### src/rtl/dds_voice_sched.sv
// Multi-voice DDS scheduler: one shared phase adder is time-multiplexed over
// all voices. A sample tick starts a sweep that emits one waveform sample per
// voice per cycle, in ascending voice order.
module dds_voice_sched #(
  parameter int WIDTH  = 32,
  parameter int VOICES = 4,
  localparam int VW    = $clog2(VOICES)
) (
  input  logic             clk,
  input  logic             reset,
  input  logic             sample_tick,
  input  logic             cfg_valid,
  output logic             cfg_ready,
  input  logic [VW-1:0]    cfg_voice,
  input  logic [WIDTH-1:0] cfg_inc,
  input  logic [2:0]       cfg_wave,
  input  logic [6:0]       cfg_pwm,
  input  logic             cfg_gate,
  output logic             busy,
  output logic             out_valid,
  output logic [VW-1:0]    out_voice,
  output logic [WIDTH-1:0] out_sample,
  output logic             overrun
);

  typedef enum logic {IDLE, RUN} state_t;

  state_t           state;
  logic [VW-1:0]    idx;

  logic [WIDTH-1:0] phase [VOICES];
  logic [WIDTH-1:0] inc   [VOICES];
  logic [2:0]       wave  [VOICES];
  logic [6:0]       pwm   [VOICES];
  logic             gate  [VOICES];

  logic [WIDTH-1:0] new_phase;
  logic [WIDTH-1:0] new_sample;

  function automatic logic [WIDTH-1:0] wave_of(input logic [2:0] w,
                                               input logic [WIDTH-1:0] p,
                                               input logic [6:0] duty);
    logic [WIDTH-1:0] r;
    r = '0;
    case (w)
      3'd0: r = p;
      3'd1: r = ~p;
      3'd2: r = p[WIDTH-1] ? {~p[WIDTH-2:0], 1'b0} : {p[WIDTH-2:0], 1'b0};
      3'd3: r = p[WIDTH-1] ? '0 : '1;
      3'd4: r = (p[WIDTH-1 -: 7] < duty) ? '1 : '0;
      default: r = '0;
    endcase
    return r;
  endfunction

  assign cfg_ready = (state == IDLE);
  assign busy      = (state == RUN);

  // Shared adder and waveform shaper for the voice currently selected by idx
  always_comb begin
    new_phase  = '0;
    new_sample = '0;
    if (gate[idx]) begin
      new_phase  = phase[idx] + inc[idx];
      new_sample = wave_of(wave[idx], new_phase, pwm[idx]);
    end
  end

  // Sweep FSM, per-voice state, configuration writes and registered outputs
  always_ff @(posedge clk) begin
    if (reset) begin
      state      <= IDLE;
      idx        <= '0;
      out_valid  <= 1'b0;
      out_voice  <= '0;
      out_sample <= '0;
      overrun    <= 1'b0;
      for (int unsigned i = 0; i < VOICES; i++) begin
        phase[i] <= '0;
        inc[i]   <= '0;
        wave[i]  <= '0;
        pwm[i]   <= '0;
        gate[i]  <= 1'b0;
      end
    end else begin
      out_valid <= 1'b0;
      overrun   <= 1'b0;
      if (cfg_valid && state == IDLE) begin
        inc[cfg_voice]  <= cfg_inc;
        wave[cfg_voice] <= cfg_wave;
        pwm[cfg_voice]  <= cfg_pwm;
        gate[cfg_voice] <= cfg_gate;
      end
      case (state)
        IDLE: begin
          if (sample_tick) begin
            state <= RUN;
            idx   <= '0;
          end
        end
        RUN: begin
          phase[idx] <= new_phase;
          out_valid  <= 1'b1;
          out_voice  <= idx;
          out_sample <= new_sample;
          idx        <= idx + 1'b1;
          if (idx == VW'(VOICES - 1)) state <= IDLE;
          if (sample_tick) overrun <= 1'b1;
        end
        default: state <= IDLE;
      endcase
    end
  end

endmodule

### config.mk
export PLATFORM = sky130hd
export DESIGN_NAME = dds_voice_sched
export DESIGN_NICKNAME = d
export VERILOG_FILES = /design/src/rtl/dds_voice_sched.sv
export SDC_FILE = /design/constraint.sdc
export NUM_CORES = 1
export LEC_CHECK = 0
export CAP_MARGIN = 20
export CORE_ASPECT_RATIO = 1.1
export CORE_MARGIN = 1
export CORE_UTILIZATION = 50
export DETAILED_ROUTE_END_ITERATION = 12
export GPL_TIMING_DRIVEN = 0
export PLACE_DENSITY_LB_ADDON = 0.3
export RECOVER_POWER = 50
export SYNTH_ARGS = -nofsm -noshare
export SYNTH_HDL_FRONTEND = slang
export SYNTH_SLANG_ARGS = --single-unit
export TNS_END_PERCENT = 30
### constraint.sdc
create_clock -name clk -period 5.93 [get_ports clk]
set_input_delay 0.8895 -clock clk [delete_from_list [all_inputs] [get_ports clk]]
set_output_delay 0.8895 -clock clk [all_outputs]
set_load 0.1 [all_outputs]
Word-level counts from Yosys, hierarchy flattened
Memories as Yosys holds them, arrays and structs flattened. A register that Yosys moved wholly into a read port is not among the register bits.
Cells that the tools add are included.
{"block": "op_classes", "add_sub_neg": 2, "magnitude_cmp": 1, "n_eq_ne": 6, "mux": 44, "bitwise_logic": 3, "reduce_logical": 8}
{"operator": "32-bit two-way mux", "n": 7}
{"operator": "32-bit case mux with 5 select lines", "n": 1}
{"operator": "32-bit OR reduction", "n": 2}
{"operator": "32-bit adder", "n": 1}
{"operator": "2-bit two-way mux", "n": 16}
{"operator": "32-bit inverter", "n": 1}
{"operator": "31-bit inverter", "n": 1}
{"operator": "1-bit two-way mux", "n": 16}
{"operator": "7-bit less-than comparator", "n": 1}
{"operator": "7-bit two-way mux", "n": 1}
{"operator": "7-bit OR reduction", "n": 1}
{"operator": "3-bit by 2-bit == test with 1-bit output, second input constant", "n": 2}
{"operator": "2-bit case mux with 2 select lines", "n": 1}
{"operator": "3-bit by 1-bit == test with 1-bit output, second input constant", "n": 1}
{"operator": "3-bit == test, second input constant", "n": 1}
{"operator": "3-bit logical NOT", "n": 1}
{"operator": "3-bit two-way mux", "n": 1}
{"operator": "3-bit OR reduction", "n": 1}
{"operator": "2-bit by 1-bit adder with 2-bit output, second input constant", "n": 1}
{"operator": "2-bit == test, second input constant", "n": 1}
{"operator": "2-bit inequality test, second input constant", "n": 1}
{"operator": "1-bit case mux with 2 select lines", "n": 1}
{"operator": "2-bit OR reduction", "n": 1}
{"operator": "1-bit logical AND", "n": 1}
{"operator": "2 further kinds", "n": 2}
{"block": "totals", "regBits": 39, "mem_bits_rw": 300, "inputBits": 49, "elab_cells": 75, "memories": 5}
{"name": "inc", "words": 4, "width": 32, "rd": 1, "rd_ports_with_merged_regs": 1, "wr": 4, "line_no": "32", "rtl": "logic [WIDTH-1:0] inc [VOICES];"}
{"name": "phase", "words": 4, "width": 32, "rd": 1, "rd_ports_with_merged_regs": 1, "wr": 4, "line_no": "31", "rtl": "logic [WIDTH-1:0] phase [VOICES];"}
{"name": "pwm", "words": 4, "width": 7, "rd": 1, "rd_ports_with_merged_regs": 1, "wr": 4, "line_no": "34", "rtl": "logic [6:0] pwm [VOICES];"}
{"name": "wave", "words": 4, "width": 3, "rd": 1, "rd_ports_with_merged_regs": 1, "wr": 4, "line_no": "33", "rtl": "logic [2:0] wave [VOICES];"}
{"name": "gate", "words": 4, "width": 1, "rd": 1, "rd_ports_with_merged_regs": 1, "wr": 4, "line_no": "35", "rtl": "logic gate [VOICES];"}

Longest topological paths before layout
Gate-level depths: netlist of run 1.
{"block": "logic_depth", "word_depth": 7, "depth_mapped": 24}

Worst setup path before layout of run 1
No wires, ideal clock.
{"block": "synth_timing", "path_type": "reg2reg", "start": "register with a tool-made name", "end": "register out_sample[0]", "setup_time_ps": 118, "arrival_ps": 5693, "required_time_ps": 5812, "setup_slack_ps": 119, "path_stages_with_launch": 25, "n_path_buf": 7, "synth_period_minus_slack_ps": 5811, "cell_sequence": "dfxtp_1 buf_2 buf_1 buf_1 mux4_2 ha_1 clkbuf_1 a21o_1 a21o_1 a21oi_1 o21ai_0 a31oi_4 xnor2_4 inv_2 buf_6 buf_6 ha_1 o21ai_0 and4b_1 a21boi_0 a41oi_1 o211ai_2 buf_4 a211o_1 a22o_1"}
{"element": "end signal, assigned", "line_no": "105", "rtl": "out_sample <= new_sample;"}
{"element": "end, declared", "line_no": "22", "rtl": "output logic [WIDTH-1:0] out_sample,"}

==> flow_summary.yaml, run 1 <==
run_status:
  status: "finished, violations left"
  failed_checks: "max-capacitance violations, max-slew violations"
sta:
  pin_slew_with_the_least_headroom_to_its_limit_ns: 2.00
  fmax_ghz: 0.177
  finalCritPeriodShare: 0.953
  hold_fails_final_rpt: 0
  finalSetupTns_ns: 0
  final-setup-viol-count: 0
  setup_ws_ns: 0.278
  period_minus_slack_ns: 5.65
  timing.slew.headroom: -0.336
  worst_clock_skew_ns: 0.0162
  finalMaxSlewViolations: 94
finish:
  regArea_um2: 9830
  num-nets-final: 1562
  multi_input_comb_area_um2: 6630
  post_route_cells_drive_above_1_share: 0.133
  number_of_inserted_filler_cells_in_the_final_layout: 2654
  antenna_diodes: 0
  area.growth.synth_to_final_pct: 17.4
clock_tree:
  cts_tree: "done"
  cts-hold-fix-buffers: 0
  cts_htree_levels: 2
  cts_num_sinks: 341
  cts_max_path_buffers: 3
  clk_root_buffer_cell: "sky130_fd_sc_hd__clkbuf_16"
  total_clock_buffers_created_by_cts: 37
  clk-insertion-delay-late_ns: 0.53
  clk_transition_reported_paths_ns: 0.06
global_routing:
  global_route.usage.total: 0.263
  grt_pass1_vias: 11474
  initial_antenna_violation_count: 0
  grt_first_pass_wirelength_um: 67100
  global_route_overflow: 0
  pin_count_of_the_biggest_net_entering_global_routing: 28
power:
  internal-power_w: 0.00456
  power_leakage_nw: 7.52
  p_switching_w: 0.00178
  power_frac_seq: 0.439
  power.switching_fraction: 0.281
  p_per_area_nw_per_um2: 319
  power.share.combinational: 0.201
  ir_worst_vdd_mv: 0.233
  power_frac_clock: 0.360
  fin_total_pwr_w: 0.00634
yosys:
  synthesis.area_per_instance_um2: 12.7
  most_common_flop_cell_mapped_by_yosys: "sky130_fd_sc_hd__edfxtp_1"
  synthesized_net_count: 1418
  ys_types: 64
  yosysSeqAreaShare: 0.581
  syn-instance-count: 1330
  ys_ff_latch: 341
  syn-cell-area_um2: 16900
  asyncSetResetFlopFracSynth: 0
  yosys-top-cells-area: "sky130_fd_sc_hd__edfxtp_1 53%, sky130_fd_sc_hd__mux4_2 9.7%, sky130_fd_sc_hd__and2_1 5.0%, sky130_fd_sc_hd__dfxtp_1 4.8%, sky130_fd_sc_hd__ha_1 2.8%"
  post-synth-top-area-cell: "sky130_fd_sc_hd__edfxtp_1"
  synthDominantCellAreaShare: 0.532
  number_of_flops_mapped_to_enable_cells_by_yosys: 300
  yosys_warnings: 0
die:
  floorplan.initialDensity: 0.509
  core_box_area_um2: 33300
  die-width_um: 177
  die_h_um: 195
  pin_count: 87
  floorplan.rows: 70
  dieArea_um2: 34600
route:
  detailed_route_wl_um: 44800
  viasPerCell: 5.89
  drt_pass1_iterations: 5
  wire_length_per_cell_after_detailed_routing_um: 23.2
  drt-initial-drc-count: 995
  route.detailed.drc: 0
  drt.antenna.violating_nets: 0
  detailroute.via_count: 11383
hold_path:
  min_from: "out_sample[22]"
  min_to: "out_sample[22]"
  min_delay_path_depth: 2
  hp-class: "reg -> reg"
worst_setup_path:
  cp.arrival_ns: 6.11
  timing.critical_path.fanout_max: 10
  timing_worst_setup_path_type: "reg -> reg"
  cp-start-kind: "flip-flop"
  worst_r2r_path_depth: 21
  timing.critical_path.to_type: "flip-flop"
  r2r_setup_slack_ns: 0.28
  critical_path_required_ns: 6.39
  rr_endpoint: "out_sample[18]"
placed_design:
  io_buffer_count: 86
  finalWeightedCongestion: 0.955
  dpl_worst_slack_ns: -1.40
  dp.final_hpwl_um: 30400
run:
  drv_cap: 4
registers in the layout, summed over array words and instances (netlist names), named ones only:
signal and flops:
busy 1, gate 4, idx 2, inc 128, out_sample 32, out_valid 1
out_voice 2, overrun 1, phase 128, pwm 28, wave 12
worst max-delay path by stage:
stage | start | to | slack (ns) | cells past startpoint
floorplan | flip-flop | out_sample[0] | 0.12 | 24
global placement | flip-flop | out_sample[0] | -1.35 | 23
detailed placement | flip-flop | out_sample[0] | -1.40 | 23
CTS | flip-flop | out_sample[0] | 0.02 | 23
global route | flip-flop | out_sample[18] | -0.008 | 21
finish | flip-flop | out_sample[18] | 0.28 | 21
per-stage QoR:
| stage | std cells | cell area, um^2 | hold WS (ns) | utilization |
|---|---|---|---|---|
| CTS | 1925 | 19800 | 0.497 | 0.595 |
| global route | 1933 | 19900 | 0.503 | 0.597 |
| detailed placement | 1858 | 18500 | 0.483 | 0.556 |
| finish | 1933 | 19900 | 0.493 | 0.597 |
| global placement | 1848 | 18300 | 0.488 | 0.551 |
| floorplan | 1330 | 16900 | 0.534 | - |
final cells by class:
| class | instances | area share |
|---|---|---|
| sequential | 341 | 0.495 |
| clock buffer | 51 | 0.0528 |
| multi-input combinational | 852 | 0.334 |
| timing repair buffer | 110 | 0.0526 |
| inverter | 52 | 0.00982 |
| clock inverter | 15 | 0.00774 |
| tap | 432 | 0.0272 |
| buffer | 80 | 0.0214 |
Yosys cell counts, types with 3 or more instances:
| cell type | n |
|---|---|
| sky130_fd_sc_hd__nand2_1 | 84 |
| sky130_fd_sc_hd__o21ai_1 | 6 |
| sky130_fd_sc_hd__dfxtp_1 | 41 |
| sky130_fd_sc_hd__buf_2 | 4 |
| sky130_fd_sc_hd__a41oi_1 | 3 |
| sky130_fd_sc_hd__buf_1 | 9 |
| sky130_fd_sc_hd__o211ai_1 | 9 |
| sky130_fd_sc_hd__nand3_1 | 8 |
| sky130_fd_sc_hd__mux4_2 | 73 |
| sky130_fd_sc_hd__xnor2_1 | 49 |
| sky130_fd_sc_hd__o21ai_0 | 55 |
| sky130_fd_sc_hd__clkbuf_1 | 68 |
| sky130_fd_sc_hd__a211o_1 | 3 |
| sky130_fd_sc_hd__o21a_1 | 7 |
| sky130_fd_sc_hd__nand2b_1 | 13 |
| sky130_fd_sc_hd__mux2i_1 | 22 |
| sky130_fd_sc_hd__a22oi_1 | 24 |
| sky130_fd_sc_hd__nor3b_1 | 4 |
| sky130_fd_sc_hd__a22o_1 | 3 |
| sky130_fd_sc_hd__inv_1 | 51 |
| sky130_fd_sc_hd__nor3_1 | 11 |
| sky130_fd_sc_hd__nand4_1 | 8 |
| sky130_fd_sc_hd__edfxtp_1 | 300 |
| sky130_fd_sc_hd__and2_1 | 134 |
| sky130_fd_sc_hd__or2_2 | 14 |
| sky130_fd_sc_hd__xor2_1 | 11 |
| sky130_fd_sc_hd__a211oi_1 | 7 |
| sky130_fd_sc_hd__nor2_1 | 124 |
| sky130_fd_sc_hd__ha_1 | 38 |
| sky130_fd_sc_hd__and3_1 | 46 |
| sky130_fd_sc_hd__or3_1 | 5 |
| sky130_fd_sc_hd__nor2b_1 | 7 |
| sky130_fd_sc_hd__a21oi_1 | 42 |
| sky130_fd_sc_hd__a21o_1 | 7 |
cell families (layout without fill, tap and decap cells):
kind of cell             Yosys count  in the layout  synth area share
AO/OA/AOI/OAI                    192            192            0.0741
XOR/XNOR                          61             61            0.0327
adder cells (fa/ha/maj)           39             39            0.0293
buffers and inverters            137            308            0.0320
flip-flops                       341            341             0.581
multiplexers                      97             97             0.111
AND/OR/NAND/NOR                  463            463             0.140
per-layer routing:
layer | global-route usage | share of wire
met2 | 0.416 | 0.47
met4 | 0.107 | 0.035
met5 | 0 | 0
met1 | 0.365 | 0.41
met3 | 0.0417 | 0.085
placed cells by master (no fill, tap or decap), types with 4 or more instances in the layout:
cell type                         instances
sky130_fd_sc_hd__nor3b_1                  4
sky130_fd_sc_hd__nor2_1                 124
sky130_fd_sc_hd__nand3_1                  8
sky130_fd_sc_hd__nor3_1                  10
sky130_fd_sc_hd__a211oi_1                 6
sky130_fd_sc_hd__or3_1                    4
sky130_fd_sc_hd__buf_4                   18
sky130_fd_sc_hd__dfxtp_1                 40
sky130_fd_sc_hd__ha_1                    37
sky130_fd_sc_hd__buf_2                    4
sky130_fd_sc_hd__and3_1                  46
sky130_fd_sc_hd__nand2b_1                13
sky130_fd_sc_hd__and2_0                  18
sky130_fd_sc_hd__xor2_1                  11
sky130_fd_sc_hd__o211ai_1                 9
sky130_fd_sc_hd__clkbuf_1                74
sky130_fd_sc_hd__buf_6                    8
sky130_fd_sc_hd__nand2_1                 84
sky130_fd_sc_hd__nand4_1                  8
sky130_fd_sc_hd__a22oi_1                 24
sky130_fd_sc_hd__clkinv_2                 5
sky130_fd_sc_hd__o21ai_1                  8
sky130_fd_sc_hd__or2_2                   14
sky130_fd_sc_hd__a21o_1                   7
sky130_fd_sc_hd__edfxtp_1               300
sky130_fd_sc_hd__mux4_2                  73
sky130_fd_sc_hd__clkbuf_8                 5
sky130_fd_sc_hd__clkdlybuf4s50_1         85
sky130_fd_sc_hd__and2_1                 116
sky130_fd_sc_hd__a21oi_1                 40
sky130_fd_sc_hd__xnor2_1                 48
sky130_fd_sc_hd__mux2i_1                 22
sky130_fd_sc_hd__nor2b_1                  7
sky130_fd_sc_hd__buf_12                   5
sky130_fd_sc_hd__o21a_1                   7
sky130_fd_sc_hd__clkbuf_16               38
sky130_fd_sc_hd__o21ai_0                 52
sky130_fd_sc_hd__inv_1                   51
worst max-delay path, stage by stage (launching register included):
cell	delay, ns
sky130_fd_sc_hd__dfxtp_4	0.38
sky130_fd_sc_hd__buf_12	0.16
sky130_fd_sc_hd__buf_6	0.20
sky130_fd_sc_hd__mux4_2	0.53
sky130_fd_sc_hd__ha_1	0.40
sky130_fd_sc_hd__o211ai_1	0.12
sky130_fd_sc_hd__o21a_1	0.24
sky130_fd_sc_hd__a211o_1	0.44
sky130_fd_sc_hd__o211ai_1	0.40
sky130_fd_sc_hd__a21oi_1	0.20
sky130_fd_sc_hd__xnor2_2	0.42
sky130_fd_sc_hd__ha_1	0.33
sky130_fd_sc_hd__a21oi_1	0.14
sky130_fd_sc_hd__nor2b_1	0.06
sky130_fd_sc_hd__o21ai_0	0.15
sky130_fd_sc_hd__and4b_2	0.28
sky130_fd_sc_hd__nand3_1	0.07
sky130_fd_sc_hd__or2_2	0.30
sky130_fd_sc_hd__o211ai_2	0.15
sky130_fd_sc_hd__buf_2	0.32
sky130_fd_sc_hd__o21ai_0	0.14
sky130_fd_sc_hd__nand2_1	0.10
timing repair:
item,CTS,global route
pin swaps,2,7
gates cloned,0,1
gates resized for setup,52,32
setup endpoints to repair,32,32
buffers inserted,2,10
power by group through the flow:
stage	sequential [W]	combinational, W	clock, W
6_report	0.00278	0.00127	0.00228
5_1_grt	0.00279	0.00136	0.00237
4_1_cts	0.00278	0.00124	0.00229
3_5_place_dp	0.00283	0.00122	0
3_3_place_gp	0.00283	0.00119	0
2_1_floorplan	0.00292	0.000769	0
(Power assumes the default switching activity.)
==> inputs of run 2 (changes only) <==
--- a/config.mk
+++ b/config.mk
@@ -11,7 +11,8 @@
 export CORE_UTILIZATION = 50
 export DETAILED_ROUTE_END_ITERATION = 12
 export GPL_TIMING_DRIVEN = 0
-export PLACE_DENSITY_LB_ADDON = 0.3
+export MAX_ROUTING_LAYER = met4
+export PLACE_DENSITY = 0.76
 export RECOVER_POWER = 50
 export SYNTH_ARGS = -nofsm -noshare
 export SYNTH_HDL_FRONTEND = slang
==> flow_summary.yaml, run 2 (same netlist as run 1, synthesis figures left out) <==
run_status:
  status: "finished, violations left"
  failed_checks: "max-capacitance violations, max-slew violations"
worst_setup_path:
  timing.critical_path.fanout_max: 10
  timing.critical_path.buf_inv: 3
  critical-path-slowest-cell: "sky130_fd_sc_hd__o211ai_1"
  timing_worst_setup_path_type: "reg -> reg"
  worst_r2r_path_depth: 21
  critical-path-top-delay-family: "compound AO/OA/AOI/OAI gates"
  rr_endpoint: "out_sample[9]"
  r2r_setup_slack_ns: 0.17
  cp-start-kind: "flip-flop"
  timing.critical_path.to_type: "flip-flop"
  cpPeakStageDelay_ns: 0.50
  worstPathCellList: "clkbuf_4, clkbuf_2, mux4_2, ha_1, o211ai_1, o21a_1, a211o_1, o211ai_1, a21oi_1, xnor2_2, ha_1, a21oi_1, nor2b_1, o21ai_0, and4b_1, nand3_1, or2_2, o211ai_2, buf_2, o21ai_0, nand2_1"
  cp.arrival_ns: 6.23
  critical_path_required_ns: 6.40
sta:
  period_minus_slack_ns: 5.76
  hold-worst-slack_ns: 0.487
  pin_slew_with_the_least_headroom_to_its_limit_ns: 2.01
  timing.slew.headroom: -0.339
  finalCritPeriodShare: 0.971
  worst_clock_skew_ns: 0.0184
  fmax_ghz: 0.174
  hold_fails_final_rpt: 0
  final-setup-viol-count: 0
  finalMaxSlewViolations: 145
hold_path:
  min_from: "out_sample[22]"
  hp-class: "reg -> reg"
  min_to: "out_sample[22]"
  min_delay_path_depth: 2
finish:
  largest_registers: "inc (128), phase (128), out_sample (32)"
  finish.instance_area_um2: 19800
  mostFrequentLayoutCells: "300 x sky130_fd_sc_hd__edfxtp_1, 124 x sky130_fd_sc_hd__nor2_1, 91 x sky130_fd_sc_hd__and2_1"
  antenna_diodes: 0
  post-route-util: 0.594
  num-nets-final: 1560
  number_of_inserted_filler_cells_in_the_final_layout: 2609
  regArea_um2: 9830
  commonest_non_fill_non_tap_cell_in_the_layout: "sky130_fd_sc_hd__edfxtp_1"
  area.growth.synth_to_final_pct: 16.8
  post_route_cells_drive_above_1_share: 0.124
  multi_input_comb_area_um2: 6630
power:
  power_leakage_nw: 7.44
  p_per_area_nw_per_um2: 320
  ir_worst_vdd_mv: 0.244
clock_tree:
  cts_max_path_buffers: 3
  clk_transition_reported_paths_ns: 0.06
  cts-hold-fix-buffers: 0
  clk_root_buffer_cell: "sky130_fd_sc_hd__clkbuf_16"
  cts_htree_levels: 2
  cts_tree: "done"
  cts_num_sinks: 341
  clk-insertion-delay-late_ns: 0.54
  total_clock_buffers_created_by_cts: 37
route:
  drt_pass1_iterations: 6
  drt.antenna.violating_nets: 0
  detailroute.via_count: 11526
  wire_length_per_cell_after_detailed_routing_um: 22.9
  drt-initial-drc-count: 1225
  viasPerCell: 5.98
  detailed_route_wl_um: 44100
  route.detailed.drc: 0
global_routing:
  initial_antenna_violation_count: 0
  grt_first_pass_wirelength_um: 67600
  grt_pass1_vias: 11549
  global_route.usage.total: 0.270
  global_route_overflow: 0
  pin_count_of_the_biggest_net_entering_global_routing: 33
run:
  drv_cap: 6
die:
  dieArea_um2: 34600
  floorplan.rows: 70
  floorplan.initialDensity: 0.509
  pin_count: 87
  die_h_um: 195
  core_box_area_um2: 33300
  die-width_um: 177
placed_design:
  io_buffer_count: 86
  dp.final_hpwl_um: 30100
  placed_cell_area_um2: 18500
  finalWeightedCongestion: 0.989
==> run 2: cell count changes in the layout (fill, tap and decap cells not counted), sizes merged <==
cell	before	now
buf	35	25
bufinv	2	3
clkbuf	120	123
clkinv	12	14
==> run 2: power breakdown <==
part	total, W	switching (W)	internal [W]
combinational	0.00130	0.000816	0.000482
clock	0.00226	0.000940	0.00131
sequential	0.00278	0.0000422	0.00274
total	0.00634	0.00180	0.00454
==> run 2: per-layer routing <==
metal,share of wire,track usage,vias to the layer above
met3,0.094,0.0421,95
met2,0.48,0.421,579
met1,0.40,0.361,5686
met5,0,-,-
met4,0.029,0.0937,0
li1,-,-,5166
==> run 2: per-stage QoR <==
stage | cells | setup WS [ns] | setup TNS (ns) | total power (W)
6_report | 1929 | 0.171 | 0 | 0.00634
5_1_grt | 1929 | -0.00766 | -0.00922 | 0.00652
4_1_cts | 1923 | 0.00489 | 0 | 0.00632
3_5_place_dp | 1855 | -1.49 | -42.67 | 0.00407
3_3_place_gp | 1848 | -1.46 | -41.94 | 0.00403
2_1_floorplan | 1330 | 0.119 | 0 | 0.00369
==> run 2: how the worst max path moves through the flow <==
stage,startpoint,to,depth (start not counted)
final,flip-flop,out_sample[9],21
after global routing,flip-flop,out_sample[29],21
after CTS,flip-flop,out_sample[0],23
after detailed placement,flip-flop,out_sample[0],23
after global placement,flip-flop,out_sample[0],23
after floorplan,flip-flop,out_sample[0],24
==> run 2: worst register-to-register path: stages, from the launching register on <==
cell                       delay, ns
sky130_fd_sc_hd__dfxtp_1        0.37
sky130_fd_sc_hd__clkbuf_4       0.28
sky130_fd_sc_hd__clkbuf_2       0.33
sky130_fd_sc_hd__mux4_2         0.38
sky130_fd_sc_hd__ha_1           0.41
sky130_fd_sc_hd__o211ai_1       0.13
sky130_fd_sc_hd__o21a_1         0.25
sky130_fd_sc_hd__a211o_1        0.44
sky130_fd_sc_hd__o211ai_1       0.50
sky130_fd_sc_hd__a21oi_1        0.20
sky130_fd_sc_hd__xnor2_2        0.33
sky130_fd_sc_hd__ha_1           0.31
sky130_fd_sc_hd__a21oi_1        0.14
sky130_fd_sc_hd__nor2b_1        0.06
sky130_fd_sc_hd__o21ai_0        0.16
sky130_fd_sc_hd__and4b_1        0.27
sky130_fd_sc_hd__nand3_1        0.09
sky130_fd_sc_hd__or2_2          0.30
sky130_fd_sc_hd__o211ai_2       0.15
sky130_fd_sc_hd__buf_2          0.31
sky130_fd_sc_hd__o21ai_0        0.18
sky130_fd_sc_hd__nand2_1        0.09
==> run 2: cell type report <==
type | count | share of cell area
Timing Repair Buffer | 104 | 0.0505
Buffer | 84 | 0.0216
Clock buffer | 46 | 0.0501
Sequential cell | 341 | 0.497
Inverter | 52 | 0.00987
Multi-Input combinational cell | 852 | 0.335
Tap cell | 432 | 0.0273
Clock inverter | 18 | 0.00867
==> run 2: what timing repair did <==
| action | 4_1_cts | 5_1_grt |
|---|---|---|
| gates resized for setup | 53 | 18 |
| gates cloned | 0 | 0 |
| setup endpoints to repair | 35 | 32 |
| buffers inserted | 4 | 4 |
| pin swaps | 3 | 4 |
==> edit 1 (config.mk and constraints of run 1) <==
Add an input register stage for `cfg_valid`, `cfg_voice`, `cfg_inc`, `cfg_wave`, `cfg_pwm` and `cfg_gate`, without a reset; this delays them by one clock. The other inputs are not delayed to match.
--- a/src/rtl/dds_voice_sched.sv
+++ b/src/rtl/dds_voice_sched.sv
@@ -24,6 +24,22 @@
 );
 
   typedef enum logic {IDLE, RUN} state_t;
+
+  logic cfg_valid_q;
+  logic [VW-1:0] cfg_voice_q;
+  logic [WIDTH-1:0] cfg_inc_q;
+  logic [2:0] cfg_wave_q;
+  logic [6:0] cfg_pwm_q;
+  logic cfg_gate_q;
+
+  always_ff @(posedge clk) begin
+    cfg_valid_q <= cfg_valid;
+    cfg_voice_q <= cfg_voice;
+    cfg_inc_q   <= cfg_inc;
+    cfg_wave_q  <= cfg_wave;
+    cfg_pwm_q   <= cfg_pwm;
+    cfg_gate_q  <= cfg_gate;
+  end
 
   state_t           state;
   logic [VW-1:0]    idx;
@@ -85,11 +101,11 @@
     end else begin
       out_valid <= 1'b0;
       overrun   <= 1'b0;
-      if (cfg_valid && state == IDLE) begin
-        inc[cfg_voice]  <= cfg_inc;
-        wave[cfg_voice] <= cfg_wave;
-        pwm[cfg_voice]  <= cfg_pwm;
-        gate[cfg_voice] <= cfg_gate;
+      if (cfg_valid_q && state == IDLE) begin
+        inc[cfg_voice_q]  <= cfg_inc_q;
+        wave[cfg_voice_q] <= cfg_wave_q;
+        pwm[cfg_voice_q]  <= cfg_pwm_q;
+        gate[cfg_voice_q] <= cfg_gate_q;
       end
       case (state)
         IDLE: begin
Behaviour: not the same (Yosys sat finds a counterexample within 4 cycles, from zero or initial values and one cycle with reset high).
==> edit 1 against run 1 <==
  * The flow still finishes with violations (max-capacitance violations, max-slew violations)
  * Clock skew barely moved
  * Global-route usage fell by 1.9 points
  * Non-clock buffer count fell by 8
  * Total power grew 6.3%
  * Core utilization about the same
  * Die area up 4.6%
  * Sequential cell count increased by 46
  * Cell count increased by 0.88%
  * Setup slack lost 98 ps
  * Synthesized area up 4.6%
  * Wire length fell by 3.6%
  * Via count is 0.12% higher
  * Design area rose by 3.8%
==> edit 1: results (changes against run 1) <==
| Metric | Value |
|---|---|
| Area contributors post-synth | edfxtp_1 51%, dfxtp_1 9.8%, mux4_2 9.3%, and2_1 4.7%, ha_1 2.7% (was edfxtp_1 53%, mux4_2 9.7%, and2_1 5.0%, dfxtp_1 4.8%, ha_1 2.8%) |
| Largest net degree at the start of global routing | 27 (was 28) |
| Signal buf overhead | 6.77% (was 7.40%) |
| Final HPWL DP | 29400 um (was 30400 um) |
| Layout cells sized above 1 | 12.6% (was 13.3%) |
| Max Transition Viols Final | 81 (was 94) |
| Wirelength per Cell | 22.1 um (was 23.2 um) |
| Post-synth top cells | 300 x edfxtp_1, 132 x and2_1, 119 x nor2_1 (was 300 x edfxtp_1, 134 x and2_1, 124 x nor2_1) |
| WL met1 | 17600 um (was 18200 um) |
| Clock buf count | 52 (was 51) |
| Multi-input comb cells | 819 (was 852) |
| CP max-delay cell | dfxtp_1 (was mux4_2) |
| Seq pwr | 3120 uW (was 2780 uW) |
| Synth cell types | 63 (was 64) |
| Dpl ws | -1450 ps (was -1400 ps) |
| Top Registers | inc: 128 flops, phase: 128 flops (was inc: 128 flops, phase: 128 flops, out_sample: 32 flops) |
| Iteration-0 DRC Markers | 1003 (was 995) |
| Area of the die | 36200 um^2 (was 34600 um^2) |
| Syn Inst Count | 1342 (was 1330) |
| Worst vdd ir | 0.000225 V (was 0.000233 V) |
| Clk tree area frac | 6.12% (was 6.06%) |
| Synth Area in XOR/XNOR | 3.06% (was 3.27%) |
| Met2 Use GR | 39.4% (was 41.6%) |
| Final nets | 1570 (was 1562) |
| Metal3 WL | 3250 um (was 3820 um) |
| Switching share of power | 26.9% (was 28.1%) |
| CTS Buf Count | 40 (was 37) |
| Max incr delay on CP | 430 ps (was 530 ps) |
| Initial DRT Pass Iterations | 6 (was 5) |
| Post-route design area | 20600 um^2 (was 19900 um^2) |
| Sequential cells | 387 (was 341) |
| Max_cap viols | 5 (was 4) |
| GR Layer Usage met1 | 32.9% (was 36.5%) |
| Status | complete, but fails checks (unchanged) |
| Failing checks | max-capacitance violations, max-slew violations (unchanged) |
| DP Cell Count | 1876 (was 1858) |
| Rel. slew slack | -30.2% (was -33.6%) |
| Leakage | 0.00815 uW (was 0.00752 uW) |
| Cell Count, Final, Fillers Out | 1950 (was 1933) |
| Vias | 11.4k (about the same) |
| Non-clk bufs | 182 (was 190) |
-- edit 1: cell types whose count changed after synthesis, moves of 4 or more --
| cell | before | now |
|---|---|---|
| a22oi_1 | 24 | 28 |
| xnor2_1 | 49 | 31 |
| o21ai_0 | 55 | 41 |
| xor2_1 | 11 | 29 |
| mux2i_1 | 22 | 35 |
| nor2_1 | 124 | 119 |
| dfxtp_1 | 41 | 87 |
| a31oi_1 | 2 | 7 |
| a21o_1 | 7 | 11 |
| nor2b_1 | 7 | 3 |
| nor3_1 | 11 | 6 |
| a21oi_1 | 42 | 32 |
-- edit 1: worst paths after layout --
kind | start | to | slack, ps | cells past startpoint
max reg2reg | register | out_sample[30]$_SDFFE_PP0P_ | 180 | 24
min | out_voice[1]$_SDFFE_PP0P_ | out_voice[1]$_SDFFE_PP0P_ | 480 | 2
max | register | out_sample[30]$_SDFFE_PP0P_ | 180 | 24
min reg2reg | out_voice[1]$_SDFFE_PP0P_ | out_voice[1]$_SDFFE_PP0P_ | 480 | 2
==> edit 2 (config.mk and constraints of run 1) <==
Made on the original files. Set the parameter `VOICES` to 8 (it was 4).
--- a/src/rtl/dds_voice_sched.sv
+++ b/src/rtl/dds_voice_sched.sv
@@ -3,7 +3,7 @@
 // voice per cycle, in ascending voice order.
 module dds_voice_sched #(
   parameter int WIDTH  = 32,
-  parameter int VOICES = 4,
+  parameter int VOICES = 8,
   localparam int VW    = $clog2(VOICES)
 ) (
   input  logic             clk,
Ports: changed (resized cfg_voice and out_voice); port bits go from 87 to 89. The function was not compared with the original's and may differ.
==> edit 2 against run 1 <==
  * The flow still finishes with violations (max-capacitance violations, max-slew violations)
  * Setup slack worse by 180 ps
  * Global-route usage increased by 1.1 points
  * Cell count rose by 63%
  * Combinational power up 31%
  * Total power up 67%
  * Sequential share of layout area rose by 4.4 points
  * Sequential cell count increased by 303
  * Design area rose by 76%
  * Wire length rose by 89%
  * Synthesized area up 80%
  * Highest routed layer is now met5
==> edit 2: results (changes against run 1) <==
| Metric | Value |
|---|---|
| Synth cell types | 76 (was 64) |
| Post-synth top cells | 600 x edfxtp_1, 349 x and2_1, 297 x nor2_1 (was 300 x edfxtp_1, 134 x and2_1, 124 x nor2_1) |
| GP Congestion | 0.926 (was 0.955) |
| Setup Fix Bufs, Post-CTS | 10 (was 2) |
| Via density | 6.19 (was 5.89) |
| GR Layer Usage met1 | 35.6% (was 36.5%) |
| # port buffers | 88 (was 86) |
| Worst vdd ir | 0.000235 V (was 0.000233 V) |
| Number of global-route vias before repair | 19.7k (was 11.5k) |
| Failing checks | max-capacitance violations, max-slew violations (unchanged) |
| Initial antenna violation count | 1 (was 0) |
| Met2 Use GR | 44.5% (was 41.6%) |
| PwrDens | 301 nW/um^2 (was 319 nW/um^2) |
| Register area share after synthesis | 62.0% (was 58.1%) |
| Syn_nets | 2237 (was 1418) |
| Skew-Pair Late Insertion Delay | 630 ps (was 530 ps) |
| Fill count | 4722 (was 2654) |
| Iteration-0 DRC Markers | 2242 (was 995) |
| Initial DRT Pass Iterations | 7 (was 5) |
| Status | complete, but fails checks (unchanged) |
| Cell Count, Final, Fillers Out | 3158 (was 1933) |
| Dpl ws | -2380 ps (was -1400 ps) |
| Max Transition Viols Final | 183 (was 94) |
| GRT Util Overall | 27.5% (was 26.3%) |
| Synth Area in XOR/XNOR | 1.93% (was 3.27%) |
| Largest net degree at the start of global routing | 44 (was 28) |
| Sequential fraction of design power | 49.4% (was 43.9%) |
| Max_cap viols | 6 (was 4) |
## edit 2: changes by cell type in the layout (fill, tap and decap cells not counted), sizes merged, moves of 39 or more
cell / run 1 / this run
and2: 134 / 349
clkbuf: 120 / 190
edfxtp: 300 / 600
inv: 52 / 13
mux2: 2 / 65
mux4: 73 / 146
nor2: 124 / 298
## edit 2: area by class of cell
type	count	area share, %
multi-input combinational	1350	31.8
inverter	12	0.128
sequential	644	53.9
tap	768	2.74
clock buffer	80	4.61
clock inverter	31	0.571
timing repair buffer	130	3.69
buffer	139	2.51
antenna	4	0.0286
## edit 2: how the worst max path moves through the flow
| stage | cells past startpoint | start | slack, ps | end |
|---|---|---|---|---|
| 3_5_place_dp | 25 | register | -2380 | out_sample[8]$_SDFFE_PP0P_ |
| 3_3_place_gp | 25 | register | -2250 | out_sample[10]$_SDFFE_PP0P_ |
| 2_1_floorplan | 25 | register | 40 | out_sample[10]$_SDFFE_PP0P_ |
| 4_1_cts | 25 | register | 50 | out_sample[6]$_SDFFE_PP0P_ |
| 5_1_grt | 25 | register | -60 | out_sample[27]$_SDFFE_PP0P_ |
| 6_report | 24 | register | 90 | out_sample[8]$_SDFFE_PP0P_ |
## edit 2: critical path, cell delays in order, from the launching register on
cell and delay [ps]:
dfxtp_1 350, buf_8 130, buf_12 150, clkbuf_16 200, buf_6 130, mux4_2 480
mux2_4 320, ha_1 290, a21o_1 130, and4_4 230, nor2_1 60, o41a_1 430
o211ai_1 330, a21boi_2 120, xnor2_2 240, ha_1 300, a21o_1 180, a21o_1 180
a21oi_2 130, nand3b_1 150, a2111o_1 460, o22ai_4 180, nor2_4 100, buf_6 180
a221oi_2 250
## edit 2: routing by layer
layer	share of wire (%)	wire length (um)
met4	4.2	3560
met2	48	40300
met1	38	32200
met5	0.092	78
met3	9.8	8300
